`src/rtl/ci_pkg.sv`:
```
// Shared widths, FSM state encoding and request record for the CI bus initiator.
package ci_pkg;
  localparam int CI_ID_WIDTH   = 8;
  localparam int CI_DATA_WIDTH = 32;

  typedef enum logic [1:0] {IDLE, START, WAIT, RESP} ci_init_state_t;

  typedef struct packed {
    logic [CI_ID_WIDTH-1:0]   ciN;
    logic [CI_DATA_WIDTH-1:0] valueA;
    logic [CI_DATA_WIDTH-1:0] valueB;
  } ci_req_t;
endpackage

```
`src/rtl/ci_initiator_if.sv`:
```
// Pipeline request/response plus CI responder bus; master is the initiator side.
interface ci_initiator_if;
  import ci_pkg::*;

  logic                     req_valid;
  logic                     req_ready;
  logic [CI_ID_WIDTH-1:0]   req_ciN;
  logic [CI_DATA_WIDTH-1:0] req_valueA;
  logic [CI_DATA_WIDTH-1:0] req_valueB;
  logic                     cpu_stall;
  logic                     rsp_valid;
  logic [CI_DATA_WIDTH-1:0] rsp_result;
  logic                     rsp_error;
  logic                     ci_start;
  logic [CI_ID_WIDTH-1:0]   ci_ciN;
  logic [CI_DATA_WIDTH-1:0] ci_valueA;
  logic [CI_DATA_WIDTH-1:0] ci_valueB;
  logic                     ci_done;
  logic [CI_DATA_WIDTH-1:0] ci_result;

  modport master (
    input  req_valid, req_ciN, req_valueA, req_valueB, ci_done, ci_result,
    output req_ready, cpu_stall, rsp_valid, rsp_result, rsp_error,
           ci_start, ci_ciN, ci_valueA, ci_valueB
  );

  modport slave (
    output req_valid, req_ciN, req_valueA, req_valueB, ci_done, ci_result,
    input  req_ready, cpu_stall, rsp_valid, rsp_result, rsp_error,
           ci_start, ci_ciN, ci_valueA, ci_valueB
  );
endinterface

```
`src/rtl/ci_watchdog.sv`:
```
// Cycle counter that flags a hung custom instruction (used only with CI_WATCHDOG_EN).
module ci_watchdog #(
  parameter int CI_TIMEOUT = 255
) (
  input  logic clock,
  input  logic reset,
  input  logic clr,
  input  logic en,
  output logic expired
);
  localparam int CW = $clog2(CI_TIMEOUT + 1);

  logic [CW-1:0] count;

  always_ff @(posedge clock) begin
    if (reset || clr) count <= '0;
    else if (en)      count <= count + 1'b1;
  end

  assign expired = (count == CW'(CI_TIMEOUT));
endmodule

```
`src/rtl/ci_initiator.sv`:
```
// CPU-side CI bus initiator: one request -> start pulse -> wait done -> response strobe.
// Define CI_WATCHDOG_EN to abort instructions that never signal done.
module ci_initiator
  import ci_pkg::*;
#(
  parameter int                       CI_TIMEOUT        = 255,
  parameter logic [CI_DATA_WIDTH-1:0] RESULT_ON_TIMEOUT = 32'h0
) (
  input logic            clock,
  input logic            reset,
  ci_initiator_if.master bus
);
  ci_init_state_t           state;
  ci_req_t                  ci_q;
  logic                     req_ready_q;
  logic                     ci_start_q;
  logic                     rsp_valid_q;
  logic [CI_DATA_WIDTH-1:0] rsp_result_q;
  logic                     rsp_error_q;
  logic                     accept;
  logic                     busy;
  logic                     expired;

  assign accept = (state == IDLE) && bus.req_valid;
  assign busy   = (state == START) || (state == WAIT);

`ifdef CI_WATCHDOG_EN
  ci_watchdog #(.CI_TIMEOUT(CI_TIMEOUT)) u_wd (
    .clock   (clock),
    .reset   (reset),
    .clr     (accept),
    .en      (busy),
    .expired (expired)
  );
`else
  logic unused_cfg;
  assign unused_cfg = ^CI_TIMEOUT;
  assign expired    = 1'b0;
`endif

  always_ff @(posedge clock) begin
    if (reset) begin
      state        <= IDLE;
      ci_q         <= '0;
      req_ready_q  <= 1'b1;
      ci_start_q   <= 1'b0;
      rsp_valid_q  <= 1'b0;
      rsp_result_q <= '0;
      rsp_error_q  <= 1'b0;
    end else begin
      case (state)
        IDLE: if (bus.req_valid) begin
          state       <= START;
          req_ready_q <= 1'b0;
          ci_start_q  <= 1'b1;
          ci_q        <= '{ciN: bus.req_ciN, valueA: bus.req_valueA, valueB: bus.req_valueB};
        end
        START, WAIT: begin
          ci_start_q <= 1'b0;
          // done beats a simultaneous watchdog expiry
          if (bus.ci_done || expired) begin
            state        <= RESP;
            ci_q         <= '0;
            rsp_valid_q  <= 1'b1;
            rsp_result_q <= bus.ci_done ? bus.ci_result : RESULT_ON_TIMEOUT;
            rsp_error_q  <= expired & ~bus.ci_done;
          end else begin
            state <= WAIT;
          end
        end
        RESP: begin
          state        <= IDLE;
          req_ready_q  <= 1'b1;
          rsp_valid_q  <= 1'b0;
          rsp_result_q <= '0;
          rsp_error_q  <= 1'b0;
        end
        default: state <= IDLE;
      endcase
    end
  end

  assign bus.req_ready  = req_ready_q;
  assign bus.cpu_stall  = accept || busy;
  assign bus.ci_start   = ci_start_q;
  assign bus.ci_ciN     = ci_q.ciN;
  assign bus.ci_valueA  = ci_q.valueA;
  assign bus.ci_valueB  = ci_q.valueB;
  assign bus.rsp_valid  = rsp_valid_q;
  assign bus.rsp_result = rsp_result_q;
  assign bus.rsp_error  = rsp_error_q;
endmodule

```
`src/flat_wrapper.sv`:
```
// flat-port wrapper written by rule: the top's interface ports become plain ports
module ci_initiator_flat import ci_pkg::*;
#(
  parameter int                       CI_TIMEOUT        = 255,
  parameter logic [CI_DATA_WIDTH-1:0] RESULT_ON_TIMEOUT = 32'h0
)
  (clock, reset, bus_req_valid, bus_req_ciN, bus_req_valueA, bus_req_valueB, bus_ci_done, bus_ci_result, bus_req_ready, bus_cpu_stall, bus_rsp_valid, bus_rsp_result, bus_rsp_error, bus_ci_start, bus_ci_ciN, bus_ci_valueA, bus_ci_valueB);
  ci_initiator_if bus_i ();
  input logic clock;
  input logic reset;
  input wire logic [$bits(bus_i.req_valid)-1:0] bus_req_valid;
  input wire logic [$bits(bus_i.req_ciN)-1:0] bus_req_ciN;
  input wire logic [$bits(bus_i.req_valueA)-1:0] bus_req_valueA;
  input wire logic [$bits(bus_i.req_valueB)-1:0] bus_req_valueB;
  input wire logic [$bits(bus_i.ci_done)-1:0] bus_ci_done;
  input wire logic [$bits(bus_i.ci_result)-1:0] bus_ci_result;
  output wire logic [$bits(bus_i.req_ready)-1:0] bus_req_ready;
  output wire logic [$bits(bus_i.cpu_stall)-1:0] bus_cpu_stall;
  output wire logic [$bits(bus_i.rsp_valid)-1:0] bus_rsp_valid;
  output wire logic [$bits(bus_i.rsp_result)-1:0] bus_rsp_result;
  output wire logic [$bits(bus_i.rsp_error)-1:0] bus_rsp_error;
  output wire logic [$bits(bus_i.ci_start)-1:0] bus_ci_start;
  output wire logic [$bits(bus_i.ci_ciN)-1:0] bus_ci_ciN;
  output wire logic [$bits(bus_i.ci_valueA)-1:0] bus_ci_valueA;
  output wire logic [$bits(bus_i.ci_valueB)-1:0] bus_ci_valueB;
  assign bus_i.req_valid = bus_req_valid;
  assign bus_i.req_ciN = bus_req_ciN;
  assign bus_i.req_valueA = bus_req_valueA;
  assign bus_i.req_valueB = bus_req_valueB;
  assign bus_i.ci_done = bus_ci_done;
  assign bus_i.ci_result = bus_ci_result;
  assign bus_req_ready = bus_i.req_ready;
  assign bus_cpu_stall = bus_i.cpu_stall;
  assign bus_rsp_valid = bus_i.rsp_valid;
  assign bus_rsp_result = bus_i.rsp_result;
  assign bus_rsp_error = bus_i.rsp_error;
  assign bus_ci_start = bus_i.ci_start;
  assign bus_ci_ciN = bus_i.ci_ciN;
  assign bus_ci_valueA = bus_i.ci_valueA;
  assign bus_ci_valueB = bus_i.ci_valueB;
  ci_initiator #(.CI_TIMEOUT(CI_TIMEOUT), .RESULT_ON_TIMEOUT(RESULT_ON_TIMEOUT)) u_core (.clock(clock), .reset(reset), .bus(bus_i));
endmodule
```
`config.mk`:
```
export PLATFORM = sky130hd
export DESIGN_NAME = ci_initiator_flat
export DESIGN_NICKNAME = d
export VERILOG_FILES = /design/src/rtl/ci_pkg.sv /design/src/rtl/ci_initiator_if.sv /design/src/rtl/ci_watchdog.sv /design/src/rtl/ci_initiator.sv /design/src/flat_wrapper.sv
export SDC_FILE = /design/constraint.sdc
export NUM_CORES = 1
export LEC_CHECK = 0
export ABC_AREA = 1
export CORE_MARGIN = 5
export CORE_UTILIZATION = 39
export DETAILED_ROUTE_END_ITERATION = 8
export PLACE_DENSITY = 0.86
export SLEW_MARGIN = 10
export SYNTH_ARGS = -nofsm -noshare
export SYNTH_HDL_FRONTEND = slang
export SYNTH_SLANG_ARGS = --single-unit
```
`constraint.sdc`:
```
create_clock -name clock -period 1.9 [get_ports clock]
set_input_delay 0.19 -clock clock [delete_from_list [all_inputs] [get_ports clock]]
set_output_delay 0.19 -clock clock [all_outputs]
set_load 0.05 [all_outputs]
```
==> results.sh <==
export IMPL_synth_flop_cell="dfxtp_1"
export IMPL_hold_path_class="in -> reg"
export IMPL_grt_pass1_wl_um=20100
export IMPL_ios=217
export IMPL_finalCritPeriodShare_pct=94.9
export IMPL_die_width_um=113
export IMPL_critPathRequiredTime_ns=1.71
export IMPL_clkTransAtPathRegs_ns=0.10
export IMPL_place_ws_ns=0.147
export IMPL_power_density_nw_per_um2=1500
export IMPL_worstPathArrival_ns=1.61
export IMPL_setup_viol=0
export IMPL_clk_latency_ns=0.35
export IMPL_antenna_cells=0
export IMPL_initial_core_util_pct=40.2
export IMPL_crit_type="reg -> out"
export IMPL_final_antenna_net_count=0
export IMPL_synth_warnings=0
export IMPL_power_leakage_uw=0.00259
export IMPL_synthSimpleGateAreaFrac_pct=23.9
export IMPL_vdd_drop_max_uv=864
export IMPL_synth_compound_area_share_pct=13.3
export IMPL_fin_area_um2=6620
export IMPL_gp_congestion=0.822
export IMPL_syn_area_per_cell_um2=7.42
export IMPL_status="finished clean"
export IMPL_layout_drive_gt1_share_pct=4.19
export IMPL_post_route_min_period_ns=1.80
export IMPL_numPortBuffers=215
export IMPL_grt_overflow=0
export IMPL_numCtsBuffers=9
export IMPL_syn2layout_area_growth_pct=59.0
export IMPL_wl_per_cell_um=14.3
export IMPL_fp_dieH_um=113
export IMPL_postCtsSetupBuffers=0
export IMPL_cts_htree_levels=3
export IMPL_cts_tree="done"
export IMPL_dr_total_vias=4208
export IMPL_cp_endpoint="bus_cpu_stall"
export IMPL_setup_ws_ns=0.0971
export IMPL_syn_inst=561
export IMPL_synth_largest_area_cell="dfxtp_1"
export IMPL_worstReg2RegStart="u_core.state[1]"
export IMPL_synthAdderAreaFrac_pct=1.20
export IMPL_endpoint_kind="primary output"
export IMPL_tightest_slew_ns=0.895
export IMPL_max_cap_viol_count=0
export IMPL_rrSetupSlack_ns=0.18
export IMPL_grtUsageTotal_pct=19.0
export IMPL_drv_slew=0
export IMPL_synthesis_area_um2=4160
export IMPL_synth_edf_count=0
export IMPL_die_area_um2=12800
export IMPL_clock_skew_ns=0.00883
export IMPL_yosysSeqAreaShare_pct=52.4
export IMPL_synth_top_cell_area_share_pct=52.4
export IMPL_clock_sinks=109
export IMPL_rows=37
export IMPL_nNetsFinal=871
export IMPL_drt_iter0_drc=213
export IMPL_syn_num_nets=673
export IMPL_critPathLaunchType="register"
export IMPL_clk_path_buf_depth=2
export IMPL_grt_max_degree=75
export IMPL_synthMuxAreaShare_pct=0
export IMPL_root_buffer="clkbuf_8"
export IMPL_reg2regPathDepth=8
export IMPL_totalWireLength_um=12900
export IMPL_finalHoldViolations=0
export IMPL_grt_antenna_before_repair=0
export IMPL_maxSlewHeadroom_pct=40.0
export IMPL_fillers=850
export IMPL_drt_pass1_iter_count=4
export IMPL_ys_ff_latch=109
export IMPL_worst_path_max_fanout=5
export IMPL_place_area_um2=6370
export IMPL_drc=0
export IMPL_place_detailed_hpwl_um=9330
export IMPL_critPathLaunch="u_core.state[1]"
export IMPL_synthXorXnorAreaFrac_pct=0
export IMPL_grt_pass1_vias=4213
export IMPL_fmax_ghz=0.555
export IMPL_fp_coreArea_um2=10400
export IMPL_min_path_cells=3
export IMPL_r2r_end="u_core.bus.ci_valueB[18]"
export IMPL_synthArstFlopShare_pct=0
export IMPL_yosys_cell_types_count=19
export IMPL_synth_top_family_by_area="simple AND/OR/NAND/NOR gates"
export IMPL_synthTopCellsByArea="dfxtp_1, nand2_1, a21oi_1"
export IMPL_via_per_inst=4.68
-- registers in the layout (all words and copies together), names as in the netlist --
name / cells
u_core.bus.ci_valueA: 32
u_core.bus.ci_valueB: 32
u_core.bus.rsp_result: 32
u_core.bus.ci_ciN: 8
u_core.state: 2
u_core.bus.ci_start: 1
u_core.bus.req_ready: 1
u_core.bus.rsp_valid: 1
-- report_power, final --
group	internal [uW]	switching [uW]
registers	2820	294
clock network	759	748
logic	1810	3490
total	5380	4530
-- worst max-delay path: stages, from the launching register on --
cell	delay, ns
dfxtp_1	0.41
inv_1	0.09
ha_2	0.41
inv_2	0.08
nand2_1	0.13
buf_12	0.15
-- how the worst min path moves through the flow --
stage | startpoint | end | slack [ns]
finish | bus_req_valueB[7] | u_core.bus.ci_valueB[7] | 0.39
global route | bus_req_valueB[3] | u_core.bus.ci_valueB[3] | 0.36
CTS | bus_req_valueB[7] | u_core.bus.ci_valueB[7] | 0.36
detailed placement | u_core.bus.ci_valueB[20] | u_core.bus.ci_valueB[20] | 0.45
global placement | u_core.bus.ci_valueA[0] | u_core.bus.ci_valueA[0] | 0.45
floorplan | bus_req_valueA[5] | u_core.bus.ci_valueA[5] | 0.34
-- logic make-up after synthesis --
group,after synthesis
simple gates,259
compound gates,111
flops,109
buf+inv,77
fa+ha+maj,4
other cells,1
-- cell usage in the layout, fill, tap and decap left out, drive strengths merged --
cell / n
clkbuf: 15
ha: 4
buf: 9
nand3: 3
a21oi: 76
conb: 1
dfxtp: 109
clkdlybuf4s50: 213
bufinv: 1
clkinv: 2
inv: 40
nor2: 65
o21ai: 35
nand2: 191
-- Yosys cell counts, types with 2 or more instances --
| library cell | n |
|---|---|
| a21oi_1 | 76 |
| buf_2 | 9 |
| buf_4 | 5 |
| buf_6 | 8 |
| clkbuf_1 | 14 |
| dfxtp_1 | 109 |
| ha_1 | 4 |
| inv_1 | 39 |
| nand2_1 | 189 |
| nand2_2 | 2 |
| nand3_1 | 2 |
| nor2_1 | 64 |
| o21ai_0 | 15 |
| o21ai_1 | 20 |
-- metal layers --
| metal | vias up | GRT usage (%) | wire (um) |
|---|---|---|---|
| met4 | 0 | 5.77 | 165 |
| met1 | 1898 | 21.2 | 5140 |
| met3 | 13 | 6.95 | 1260 |
| met2 | 170 | 33.7 | 6350 |
| li1 | 2127 | - | - |
| met5 | - | 0 | 0 |
-- stage by stage --
stage	hold WS, ns	TNS [ns]	utilization, %	total power, uW	instances
6_report	0.385	0	63.8	9910	900
5_1_grt	0.360	-0.00320	63.8	10500	900
4_1_cts	0.356	0	63.5	9900	899
3_5_place_dp	0.451	0	61.4	8390	883
3_3_place_gp	0.446	0	61.4	8240	883
2_1_floorplan	0.337	0	-	6730	561
-- area by class of cell --
class                   count  area [um2]  area share (%)
clock inverters             2        38.8           0.586
repair buffers            223        2280            34.5
inverters                  41         154            2.33
well taps                 136         170            2.57
multi-input cells         375        1610            24.3
flip-flops and latches    109        2180            33.0
clock buffers              14         183            2.76
-- what timing repair did --
action	in CTS	in global routing
hold buffers	0	0
resized for setup	0	2
setup endpoints to repair	0	30
(Power assumes the default switching activity.)
